**config.mk**
```make
export PLATFORM = sky130hd
export DESIGN_NAME = jtag_dmi_resp
export DESIGN_NICKNAME = d
export VERILOG_FILES = /design/src/rtl/jtag_dmi_resp.sv
export SDC_FILE = /design/constraint.sdc
export NUM_CORES = 1
export LEC_CHECK = 0
export ABC_AREA = 1
export BUFFER_PORTS_ARGS = -buffer_cell sky130_fd_sc_hd__buf_2
export CORE_MARGIN = 3
export CORE_UTILIZATION = 35
export DETAILED_ROUTE_END_ITERATION = 12
export PLACE_DENSITY = 0.63
export SLEW_MARGIN = 20
export SYNTH_ARGS = -nofsm -noshare
export SYNTH_HDL_FRONTEND = slang
export SYNTH_SLANG_ARGS = --single-unit
```
**constraint.sdc**
```tcl
create_clock -name jtag_tck -period 4 [get_ports jtag_tck]
set_clock_uncertainty 0.15 [all_clocks]
set_input_delay 1 -clock jtag_tck [delete_from_list [all_inputs] [get_ports jtag_tck]]
set_output_delay 1 -clock jtag_tck [all_outputs]
set_load 0.02 [all_outputs]
```
**src/rtl/jtag_dmi_resp.sv**
```systemverilog
// ---------------------------------------------------------------------------
// jtag_dmi_resp
//
// Purpose:
//   Target-side responder for the JTAG DMI front end. A one-cycle request
//   strobe (wr_intf) either clears the sticky status (control request,
//   wr_addr[31] = 1) or starts an access into the debug-module register
//   file over a simple req/ack handshake. The result of the last read and
//   the DTM-style sticky status are held on rd_data / rd_status for the
//   front end's next capture. A watchdog aborts accesses that are never
//   acknowledged.
//
// Ports:
//   jtag_tck     in   1       sole clock, rising edge
//   jtag_trst_n  in   1       asynchronous active-low reset
//   wr_addr      in   32      request address (bit 31 = control request)
//   wr_data      in   32      request write data
//   wr_intf      in   1       request strobe, one cycle
//   wr_enab      in   1       1 = write, 0 = read (qualifies wr_intf)
//   rd_data      out  32      last read result
//   rd_status    out  2       00 ok, 10 failed, 11 busy (sticky)
//   dm_req       out  1       access request, held until ack or timeout
//   dm_we        out  1       access write enable
//   dm_addr      out  ADDR_W  access address
//   dm_wdata     out  32      access write data
//   dm_ack       in   1       access complete (only looked at while dm_req)
//   dm_rdata     in   32      read data, valid with dm_ack
//   dm_err       in   1       access error, valid with dm_ack
// ---------------------------------------------------------------------------
module jtag_dmi_resp #(
  parameter int ADDR_W      = 7,
  parameter int TIMEOUT_CYC = 255
) (
  input  logic              jtag_tck,
  input  logic              jtag_trst_n,
  input  logic [31:0]       wr_addr,
  input  logic [31:0]       wr_data,
  input  logic              wr_intf,
  input  logic              wr_enab,
  output logic [31:0]       rd_data,
  output logic [1:0]        rd_status,
  output logic              dm_req,
  output logic              dm_we,
  output logic [ADDR_W-1:0] dm_addr,
  output logic [31:0]       dm_wdata,
  input  logic              dm_ack,
  input  logic [31:0]       dm_rdata,
  input  logic              dm_err
);

  localparam int TW = $clog2(TIMEOUT_CYC + 1);
  localparam logic [TW-1:0] TCNT_LAST = TW'(TIMEOUT_CYC - 1);
  localparam logic [TW-1:0] TCNT_MAX  = TW'(TIMEOUT_CYC);

  localparam logic [1:0] ST_OK   = 2'b00;
  localparam logic [1:0] ST_FAIL = 2'b10;
  localparam logic [1:0] ST_BUSY = 2'b11;

  typedef enum logic {
    S_IDLE = 1'b0,
    S_WAIT = 1'b1
  } state_t;

  state_t r_state;
  state_t w_state_nxt;

  logic [TW-1:0]     r_tcnt;
  logic [TW-1:0]     w_tcnt_nxt;
  logic              r_dm_we;
  logic              w_dm_we_nxt;
  logic [ADDR_W-1:0] r_dm_addr;
  logic [ADDR_W-1:0] w_dm_addr_nxt;
  logic [31:0]       r_dm_wdata;
  logic [31:0]       w_dm_wdata_nxt;
  logic [31:0]       r_rd_data;
  logic [31:0]       w_rd_data_nxt;
  logic [1:0]        r_rd_status;
  logic [1:0]        w_rd_status_nxt;

  logic              w_ctrl;
  logic              w_acc;
  logic              w_busy_hit;
  logic [1:0]        w_status_mid;
  logic              w_unused_addr;

  // Request decode. Only the low ADDR_W address bits reach the register
  // file; the remaining bits are folded into a deliberately unused net.
  assign w_ctrl        = wr_intf &  wr_addr[31];
  assign w_acc         = wr_intf & ~wr_addr[31];
  assign w_busy_hit    = w_acc & (r_state == S_WAIT);
  assign w_unused_addr = &{1'b0, wr_addr};

  // Status after the events of this cycle that happen "before" completion:
  // an access colliding with an outstanding one makes the status busy, and
  // a control request clears it. Completion / timeout are then judged
  // against this value, so a control request coincident with an ack lets
  // the ack result land normally.
  assign w_status_mid = w_busy_hit ? ST_BUSY :
                        w_ctrl     ? ST_OK   : r_rd_status;

  // State register and all datapath registers.
  always_ff @(posedge jtag_tck or negedge jtag_trst_n) begin
    if (!jtag_trst_n) begin
      r_state     <= S_IDLE;
      r_tcnt      <= '0;
      r_dm_we     <= 1'b0;
      r_dm_addr   <= '0;
      r_dm_wdata  <= '0;
      r_rd_data   <= '0;
      r_rd_status <= ST_OK;
    end else begin
      r_state     <= w_state_nxt;
      r_tcnt      <= w_tcnt_nxt;
      r_dm_we     <= w_dm_we_nxt;
      r_dm_addr   <= w_dm_addr_nxt;
      r_dm_wdata  <= w_dm_wdata_nxt;
      r_rd_data   <= w_rd_data_nxt;
      r_rd_status <= w_rd_status_nxt;
    end
  end

  // Next-state and datapath logic.
  always_comb begin
    w_state_nxt     = r_state;
    w_tcnt_nxt      = r_tcnt;
    w_dm_we_nxt     = r_dm_we;
    w_dm_addr_nxt   = r_dm_addr;
    w_dm_wdata_nxt  = r_dm_wdata;
    w_rd_data_nxt   = r_rd_data;
    w_rd_status_nxt = w_status_mid;

    unique case (r_state)
      S_IDLE: begin
        // A new access is only launched while the status is clean; with a
        // sticky error pending it is silently dropped.
        if (w_acc && (r_rd_status == ST_OK)) begin
          w_dm_we_nxt    = wr_enab;
          w_dm_addr_nxt  = wr_addr[ADDR_W-1:0];
          w_dm_wdata_nxt = wr_data;
          w_tcnt_nxt     = '0;
          w_state_nxt    = S_WAIT;
        end
      end

      S_WAIT: begin
        if (dm_ack) begin
          // Ack has priority over the watchdog, even in its final cycle.
          // A result is only recorded if nothing went wrong meanwhile.
          w_state_nxt = S_IDLE;
          if (w_status_mid == ST_OK) begin
            if (!r_dm_we) begin
              w_rd_data_nxt = dm_rdata;
            end
            w_rd_status_nxt = dm_err ? ST_FAIL : ST_OK;
          end
        end else if (r_tcnt == TCNT_LAST) begin
          // Watchdog expiry: dm_req has now been high TIMEOUT_CYC cycles.
          w_state_nxt = S_IDLE;
          if (w_status_mid == ST_OK) begin
            w_rd_status_nxt = ST_FAIL;
          end
        end else if (r_tcnt != TCNT_MAX) begin
          w_tcnt_nxt = r_tcnt + 1'b1;
        end
      end

      default: begin
        w_state_nxt = S_IDLE;
      end
    endcase
  end

  // dm_req is decoded straight from the state register so that reset
  // removes it asynchronously.
  assign dm_req    = (r_state == S_WAIT);
  assign dm_we     = r_dm_we;
  assign dm_addr   = r_dm_addr;
  assign dm_wdata  = r_dm_wdata;
  assign rd_data   = r_rd_data;
  assign rd_status = r_rd_status;

endmodule

```
Yosys cells after proc, flatten, opt, wreduce, memory -nomap -nowiden
Cells that the tools add are included.
{"block": "classes", "addsub": 1, "n_mul": 0, "div": 0, "order_cmp": 0, "eq_ne": 6, "shifts": 0, "muxes": 17, "bitwise": 6, "n_reduce_logical": 6}
{"cell": "$mux 8", "count": 4}
{"cell": "$mux 2", "count": 8}
{"cell": "$pmux 8 s2", "count": 1}
{"cell": "$add 8x1->8 const B", "count": 1}
{"cell": "$eq 8x8->1 const B", "count": 1}
{"cell": "$ne 8x8->1 const B", "count": 1}
{"cell": "$reduce_and 4->1", "count": 2}
{"cell": "$ne 2x2->1 const B", "count": 3}
{"cell": "$logic_not 2->1", "count": 2}
{"cell": "$and 1x1->1", "count": 3}
{"cell": "$mux 1", "count": 3}
{"cell": "$not 1->1", "count": 3}
{"cell": "$ne 2x1->1 const B", "count": 1}
{"cell": "$pmux 1 s2", "count": 1}
{"cell": "$reduce_and 2->1", "count": 1}
{"cell": "$logic_and 1x1->1", "count": 1}
{"block": "totals", "ff_bits": 83, "latch_bits": 0, "ram_bits": 0, "romBits": 0, "inputBits": 102, "output_inout_bits": 75, "wordCells": 43, "mem_count": 0}

Depth between registers and ports, before layout
Gate-level depths: netlist of the first run.
{"block": "depth", "ltp_word": 9, "ltp_mapped": 11}

Least setup slack after synthesis of the first run
No wires, ideal clock.
{"block": "synth_path", "path_type": "input to register", "from": "in wr_intf", "to": "reg r_dm_wdata[18], in the netlist dm_wdata[18]", "setup_ns": 0.128, "arrival_ns": 1.765, "slack_ns": 1.957, "cell_stages": 5, "path_buffers": 1, "cell_sequence": "inv_1 nor2_2 nand3_2 buf_2 mux2_1"}
{"block": "synth_between", "elab_chain_cells": 3}
{"item": "start: declaration", "line": "38", "source": "input logic wr_intf,"}
{"item": "$and 1x1->1", "line": "89", "source": "assign w_acc = wr_intf & ~wr_addr[31];"}
{"item": "$logic_and 1x1->1", "line": "136", "source": "if (w_acc && (r_rd_status == ST_OK)) begin"}
{"item": "$reduce_and 2->1 (no line)"}
{"item": "end signal: assignment", "line": "116", "source": "r_dm_wdata <= w_dm_wdata_nxt;"}
{"item": "end: declaration", "line": "73", "source": "logic [31:0] r_dm_wdata;"}
Every way passes these cells.
A chain may end at the register's enable or synchronous reset.

Final worst setup path of the first run
{"block": "layout_path", "from": "in wr_addr[31]", "to": "reg r_dm_wdata[9], in the netlist dm_wdata[9]"}
{"block": "layout_between", "elab_chain_cells": 4}
{"item": "start: declaration", "line": "36", "source": "input logic [31:0] wr_addr,"}
{"item": "$not 1->1", "line": "89"}
{"item": "$and 1x1->1", "line": "89"}
{"item": "$logic_and 1x1->1", "line": "136"}
{"item": "$reduce_and 2->1 (no line)"}
Every way passes these cells.

==> results of run 1 <==
-- final cells by class --
class	instances	share of cell area, %
clock buffer	11	3.09
clock inverter	4	2.16
inverter	9	0.739
multi-input combinational	215	28.0
sequential	83	45.4
tap	129	3.53
timing repair buffer	154	17.1
-- power by group through the flow --
stage               Combinational (W)  Clock, W  Sequential [W]
floorplan                    0.000556         0         0.00192
CTS                           0.00159  0.000749         0.00144
global placement              0.00156         0         0.00143
global route                  0.00171  0.000786         0.00149
detailed placement            0.00159         0         0.00145
finish                        0.00156  0.000723         0.00143
-- synthesized netlist by cell type --
cell type / count
buf_2: 7
buf_4: 4
buf_6: 4
dfrtp_1: 83
ha_1: 2
inv_1: 8
inv_2: 1
mux2_1: 12
mux2_2: 28
nand2_1: 96
nand2_2: 6
nand2_4: 2
nand3_1: 41
nand3_2: 1
nand3b_1: 1
nand4_1: 1
nor2_1: 6
nor2_2: 3
nor2_4: 1
nor3_4: 1
o21ai_0: 1
o21ai_1: 6
o21ai_2: 2
o21bai_1: 2
or2_2: 3
-- cell families after synthesis --
family                     share of synthesized area (%)
and+or+nand+nor                                     21.1
DFF                                                 59.3
muxes                                               12.9
buffers and inverters                               4.11
AOI/OAI and AO/OA                                   1.93
adders and majority gates                          0.715
-- metal layers --
metal	part of all wire, %	routed length, um	track usage, %	vias to the layer above
met5	0	0	0	-
met4	1.7	133	5.18	0
met3	7.8	614	5.46	11
met2	48	3800	25.1	103
met1	43	3370	17.2	1326
li1	-	-	-	1350
-- through the flow --
stage	area [um2]	hold slack, ns
2_1_floorplan	3500	0.352
3_5_place_dp	4330	0.303
5_1_grt	4570	0.333
4_1_cts	4570	0.322
6_report	4570	0.321
3_3_place_gp	4330	0.299
-- worst max-delay path: stages --
cell	delay, ns
buf_2	0.11
nor2_2	0.15
nand3_2	0.78
mux2_1	0.64
-- flip-flops by register name, indices dropped and copies added (netlist names) --
name,flops
dm_addr,7
dm_req,1
dm_wdata,32
dm_we,1
r_tcnt,8
rd_data,32
rd_status,2
-- worst min path at each step --
stage | from | end | slack [ns] | depth (start not counted)
after floorplan | r_tcnt[7]$_DFFE_PN0P_ | r_tcnt[7]$_DFFE_PN0P_ | 0.35 | 2
after global placement | rd_data[18]$_DFFE_PN0P_ | rd_data[18]$_DFFE_PN0P_ | 0.30 | 2
after detailed placement | rd_data[13]$_DFFE_PN0P_ | rd_data[13]$_DFFE_PN0P_ | 0.30 | 2
after CTS | rd_data[2]$_DFFE_PN0P_ | rd_data[2]$_DFFE_PN0P_ | 0.32 | 2
after global routing | rd_data[2]$_DFFE_PN0P_ | rd_data[2]$_DFFE_PN0P_ | 0.33 | 2
final | rd_data[2]$_DFFE_PN0P_ | rd_data[2]$_DFFE_PN0P_ | 0.32 | 2
==> summary.txt, run 1 <==
Status
  – Status: finished, final reports clean

Finish
  – Most common cell after layout, fill and taps aside: buf_2
  – Layout Utilization: 48.4%
  – Syn-to-layout area delta: 30.7%
  – Antenna Cells: 0
  – Filler-free cell count of the finished design: 605
  – Area of the multi-input gates: 0.00128 mm2
  – Most frequent cells in the layout: buf_2 (151), nand2_1 (96), dfrtp_1 (83)
  – FF+latch area: 0.00208 mm2
  – FILL cells: 930
  – Layout cells sized above 1: 45.4%
  – Final net count: 576

STA
  – RSZ-0062 raised after global routing: no
  – Max Fclk: 379 MHz
  – Least-Margin Pin Slew: 1.01 ns
  – Max_slew headroom: 32.3%
  – Fin. Hold Viols: 0
  – Min cycle time layout: 2.64 ns
  – Final period util: 66.0%
  – Setup Total Neg Slack: 0 ns
  – Final WS setup: 1.36 ns
  – Endpoints failing setup: 0
  – Pins over their slew limit: 0

Power
  – Power share of the combinational group: 41.9%
  – Sw Share: 40.1%
  – Psw: 0.00149 W
  – Total power: 0.00371 W
  – Seq pwr share: 38.6%
  – Max VDD drop: 0.392 mV
  – Clk pwr share: 19.5%
  – Internal: 0.00223 W
  – P_leak: 2.38 nW
  – Pwr Density: 812 mW/mm2

Drt
  – WL final: 7920 um
  – Vias: 2,790
  – Pre-Repair DR Iteration Count: 4
  – DR iter-0 viols: 193
  – WL/cell: 13.1 um
  – Post-DRT Antenna Nets: 0
  – Vias per inst: 4.61
  – Remaining DRCs: 0

Synth
  – Post-Syn Nets: 426
  – Post-synthesis sequential area ratio: 59.3%
  – Synth top area share: 59.3%
  – Synthesized area: 0.00350 mm2
  – Count of cell types in the netlist: 25
  – Largest cells by area after synthesis: dfrtp_1 (59%), nand2_1 (10%), mux2_2 (9.0%), nand3_1 (5.9%), mux2_1 (3.9%)
  – Cell count after synthesis: 322
  – Yosys warns: 0
  – Dominant cell type by area after synthesis: dfrtp_1
  – Syn Area/Cell: 10.9 um2
  – Seq cells post-synth: 83

Setup path
  – Reg2Reg Setup Slack: 1.54 ns
  – Type of origin of the critical path: input pin
  – Worst R2R End: dm_wdata[9]$_DFFE_PN0P_
  – R2R depth: 3
  – Worst r2r src: dm_req$_DFF_PN0_
  – Critical path type: in -> reg
  – Crit. End Element: flip-flop
  – CP max FO: 42
  – Setup crit start: wr_addr[31]
  – WP data required: 4.07 ns
  – Critical Path End: dm_wdata[9]$_DFFE_PN0P_
  – Crit path DAT: 2.71 ns

Global routing
  – Vias in the first global route: 2,986
  – Pin count of the biggest net entering global routing: 84
  – First-pass GRT wire length: 13,500 um
  – Initial antenna violation count: 0
  – GRT overflow: 0
  – Gr usage total: 14.8%

Flow run
  – Max Cap Violations: 0

Clock network
  – Post-CTS setup repair buffer count: 0
  – Hold_buf cts: 0
  – Post_cts resized: 0
  – Inserted Clock Buffers: 9
  – CTS tree: yes
  – Max Buffers Root-to-Sink: 2
  – Clock root cell: clkbuf_8
  – Clk_lat worst skew: 0.34 ns
  – Clock-pin slew on the worst setup and hold paths: 0.07 ns
  – H-tree depth: 3
  – # clock sinks: 83

Die
  – Row count: 35
  – Initial Util: 37.0%
  – I/O pin cnt: 177
  – Die W: 106 um
  – Die Y: 106 um
  – Core area: 0.00946 mm2
  – Die area: 0.0112 mm2

Placed design
  – Place WS: 0.934 ns
  – Placer congestion estimate: 0.805
  – Detailed placer's ending HPWL: 5630 um
  – PortBufs: 152
  – Cell total after placement: 590

Worst hold path
  – Worst hold path class: reg -> reg
Note: power is estimated with default switching activity, not from simulation.
==> inputs of run 2 (changes only) <==
--- a/config.mk
+++ b/config.mk
@@ -5,7 +5,7 @@
 export SDC_FILE = /design/constraint.sdc
 export NUM_CORES = 1
 export LEC_CHECK = 0
-export ABC_AREA = 1
+export ABC_AREA = 0
 export BUFFER_PORTS_ARGS = -buffer_cell sky130_fd_sc_hd__buf_2
 export CORE_MARGIN = 3
 export CORE_UTILIZATION = 35
==> constraint.sdc (replaced) <==
create_clock -name jtag_tck -period 2.7 [get_ports jtag_tck]
set_clock_uncertainty 0.15 [all_clocks]
set_input_delay 0.675 -clock jtag_tck [delete_from_list [all_inputs] [get_ports jtag_tck]]
set_output_delay 0.675 -clock jtag_tck [all_outputs]
set_load 0.02 [all_outputs]
==> summary.txt, run 2 <==
Status
  – Status: finished, final reports clean

Placed design
  – PortBufs: 152 (unchanged)
  – Placer congestion estimate: 0.705 (-12%)
  – Detailed placer's ending HPWL: 5240 um (-6.9%)
  – Place WS: 0.383 ns (-0.550 ns)

Synth
  – Post-Syn Nets: 323 (-24%)
  – Syn Area/Cell: 16.5 um2 (+52%)
  – Dominant cell type by area after synthesis: dfrtp_1
  – Synth Area in Adders: 0.691% (-0.023 points)
  – Yosys warns: 0 (unchanged)
  – Commonest cells post-synth: dfrtp_1 (83), mux2_4 (50), mux2_2 (18)
  – EDFF count, synth: 0 (unchanged)
  – Cell count after synthesis: 219 (-32%)
  – Count of cell types in the netlist: 38 (+52%)
  – Compound-Gate Fraction of Synth Area: 4.11% (+2.2 points)
  – Main combinational cell family by area after synthesis: multiplexers
  – Xor and xnor area share after synthesis: 0.968% (+0.97 points)
  – Largest cells by area after synthesis: dfrtp_1 (57%), mux2_4 (21%), mux2_2 (5.6%), buf_12 (3.3%), mux2_1 (1.2%)
  – Seq cells post-synth: 83 (unchanged)
  – Synth Area in Simple Gates: 3.98% (-17 points)
  – Count leader, synth: dfrtp_1
  – Ys flop type: dfrtp_1
  – Synth top area share: 57.4% (-1.9 points)
  – Multiplexer area fraction after synthesis: 27.9% (+15 points)
  – Ys async rst share: 100% (unchanged)
  – Synthesized area: 0.00362 mm2 (+3.4%)
  – Post-synthesis sequential area ratio: 57.4% (-1.9 points)

Finish
  – Antenna Cells: 0 (unchanged)
  – Most common cell after layout, fill and taps aside: buf_2
  – Layout cells sized above 1: 64.3% (+19 points)
  – Final net count: 478 (-17%)
  – Area of the multi-input gates: 0.00136 mm2 (+6.5%)
  – Most frequent cells in the layout: buf_2 (151), dfrtp_1 (83), mux2_4 (50)
  – FF+latch area: 0.00208 mm2 (unchanged)
  – Syn-to-layout area delta: 29.6%
  – FILL cells: 916 (-1.5%)

STA
  – WHS: 0.110 ns (-0.211 ns)
  – Final period util: 75.4%
  – Max Fclk: 491 MHz
  – Pins over their slew limit: 0 (unchanged)
  – Min cycle time layout: 2.04 ns
  – Fin. Hold Viols: 0 (unchanged)
  – Endpoints failing setup: 0 (unchanged)
  – Setup Total Neg Slack: 0 ns (unchanged)
  – Final WS setup: 0.664 ns (-0.694 ns)
  – Least-Margin Pin Slew: 0.434 ns (-0.580 ns)
  – RSZ-0062 raised after global routing: no
  – Max_slew headroom: 70.7% (+38 points)

Die
  – Die W: 108 um (+1.6%)
  – Die area: 0.0116 mm2 (+3.2%)
  – Initial Util: 36.5% (-0.48 points)
  – I/O pin cnt: 177 (unchanged)
  – Row count: 36 (+2.9%)
  – Die Y: 108 um (+1.6%)
  – Core area: 0.00991 mm2 (+4.8%)

Global routing
  – Pin count of the biggest net entering global routing: 52 (-38%)
  – Gr usage total: 12.5% (-2.3 points)
  – GRT overflow: 0 (unchanged)
  – Initial antenna violation count: 0 (unchanged)
  – First-pass GRT wire length: 11,400 um (-16%)
  – Vias in the first global route: 2,313 (-23%)

Clock network
  – # clock sinks: 83 (unchanged)
  – Inserted Clock Buffers: 9 (unchanged)
  – Post-CTS setup repair buffer count: 0 (unchanged)
  – Clock root cell: clkbuf_8
  – Post_cts resized: 0 (unchanged)
  – Max Buffers Root-to-Sink: 2 (unchanged)
  – H-tree depth: 3 (unchanged)
  – Hold_buf cts: 0 (unchanged)
  – CTS tree: yes
  – Clock-pin slew on the worst setup and hold paths: 0.09 ns (+0.02 ns)
  – Clk_lat worst skew: 0.35 ns (about the same)

Setup path
  – CP max FO: 15 (-64%)
  – Crit-path cells: buf_2
  – Crit path DAT: 1.21 ns (-1.50 ns)
  – WP data required: 1.88 ns (-2.19 ns)
  – Crit path buf inv count: 1 (unchanged)
  – Crit. End Element: primary output
  – Top delay family on crit path: flip-flops
  – Crit-path slowest cell: dfrtp_1
  – Slowest stage delay, CP: 0.61 ns (-0.17 ns)
  – Critical path type: reg -> out
  – Type of origin of the critical path: flip-flop

Drt
  – Vias per inst: 4.60 (-0.32%)
  – Remaining DRCs: 0 (unchanged)
  – WL final: 7370 um (-7.0%)
  – Vias: 2,349 (-16%)
  – WL/cell: 14.4 um (+10%)
  – Post-DRT Antenna Nets: 0 (unchanged)
  – Pre-Repair DR Iteration Count: 4 (unchanged)
  – DR iter-0 viols: 63 (-67%)

Power
  – P_leak: 2.38 nW (-0.28%)
  – Max VDD drop: 0.451 mV (+15%)
  – Pwr Density: 1170 mW/mm2 (+44%)

Flow run
  – Max Cap Violations: 0 (unchanged)

Worst hold path
  – Worst hold path class: in -> async
## run 2: changes by cell type after synthesis, sizes merged, moves of 6 or more
cell   before  now
nand2     104    3
nand3      42    1
mux2       40   72
nor2       10    4
o21ai       9    0
## run 2: area by class of cell
class                   instances  share of cell area [%]
flip-flops and latches         83                    44.3
well taps                     133                    3.55
repair buffers                156                    18.0
inverters                       4                   0.320
clock buffers                  11                    3.23
clock inverters                 4                    1.57
multi-input cells             120                    29.1
## run 2: final timing paths
check                      slack (ns)                  endpoint                     from  depth (start not counted)
min reg2reg                      0.34   dm_wdata[6]$_DFFE_PN0P_  dm_wdata[6]$_DFFE_PN0P_                          1
max in group asynchronous        1.66     r_tcnt[0]$_DFFE_PN0P_              jtag_trst_n                          2
max                              0.66                    dm_req         dm_req$_DFF_PN0_                          1
min                              0.11  dm_wdata[23]$_DFFE_PN0P_              jtag_trst_n                          1
max reg2reg                      0.76    rd_data[0]$_DFFE_PN0P_   rd_status[0]$_DFF_PN0_                          4
min in group jtag_tck            0.34   dm_wdata[6]$_DFFE_PN0P_  dm_wdata[6]$_DFFE_PN0P_                          1
## run 2: cell families (layout without fill, tap and decap cells)
group                      count (synthesis)  after routing
and+or+nand+nor                           21             21
buffers and inverters                     16            175
muxes                                     73             73
AOI/OAI and AO/OA                         20             20
adders and majority gates                  2              2
DFF                                       83             83
xor gates and xnor gates                   4              4
## run 2: per-stage QoR
step                cell area [um2]  instances  util, %  power, W
global placement               4460        496     45.1   0.00449
global route                   4690        511     47.3   0.00580
CTS                            4690        511     47.3   0.00557
floorplan                      3620        219        -   0.00375
detailed placement             4460        496     45.1   0.00453
finish                         4690        511     47.3   0.00548
## run 2: power by group
group / switching [W] / internal, W
clock network: 0.000431 / 0.000567
logic: 0.00123 / 0.00113
registers: 0.000311 / 0.00181
## run 2: per-layer routing
layer  global-route usage (%)  part of all wire, %
met1                     16.6                   45
met2                     19.3                   47
met3                     3.24                  7.4
met4                     5.41                  1.2
met5                        0                    0
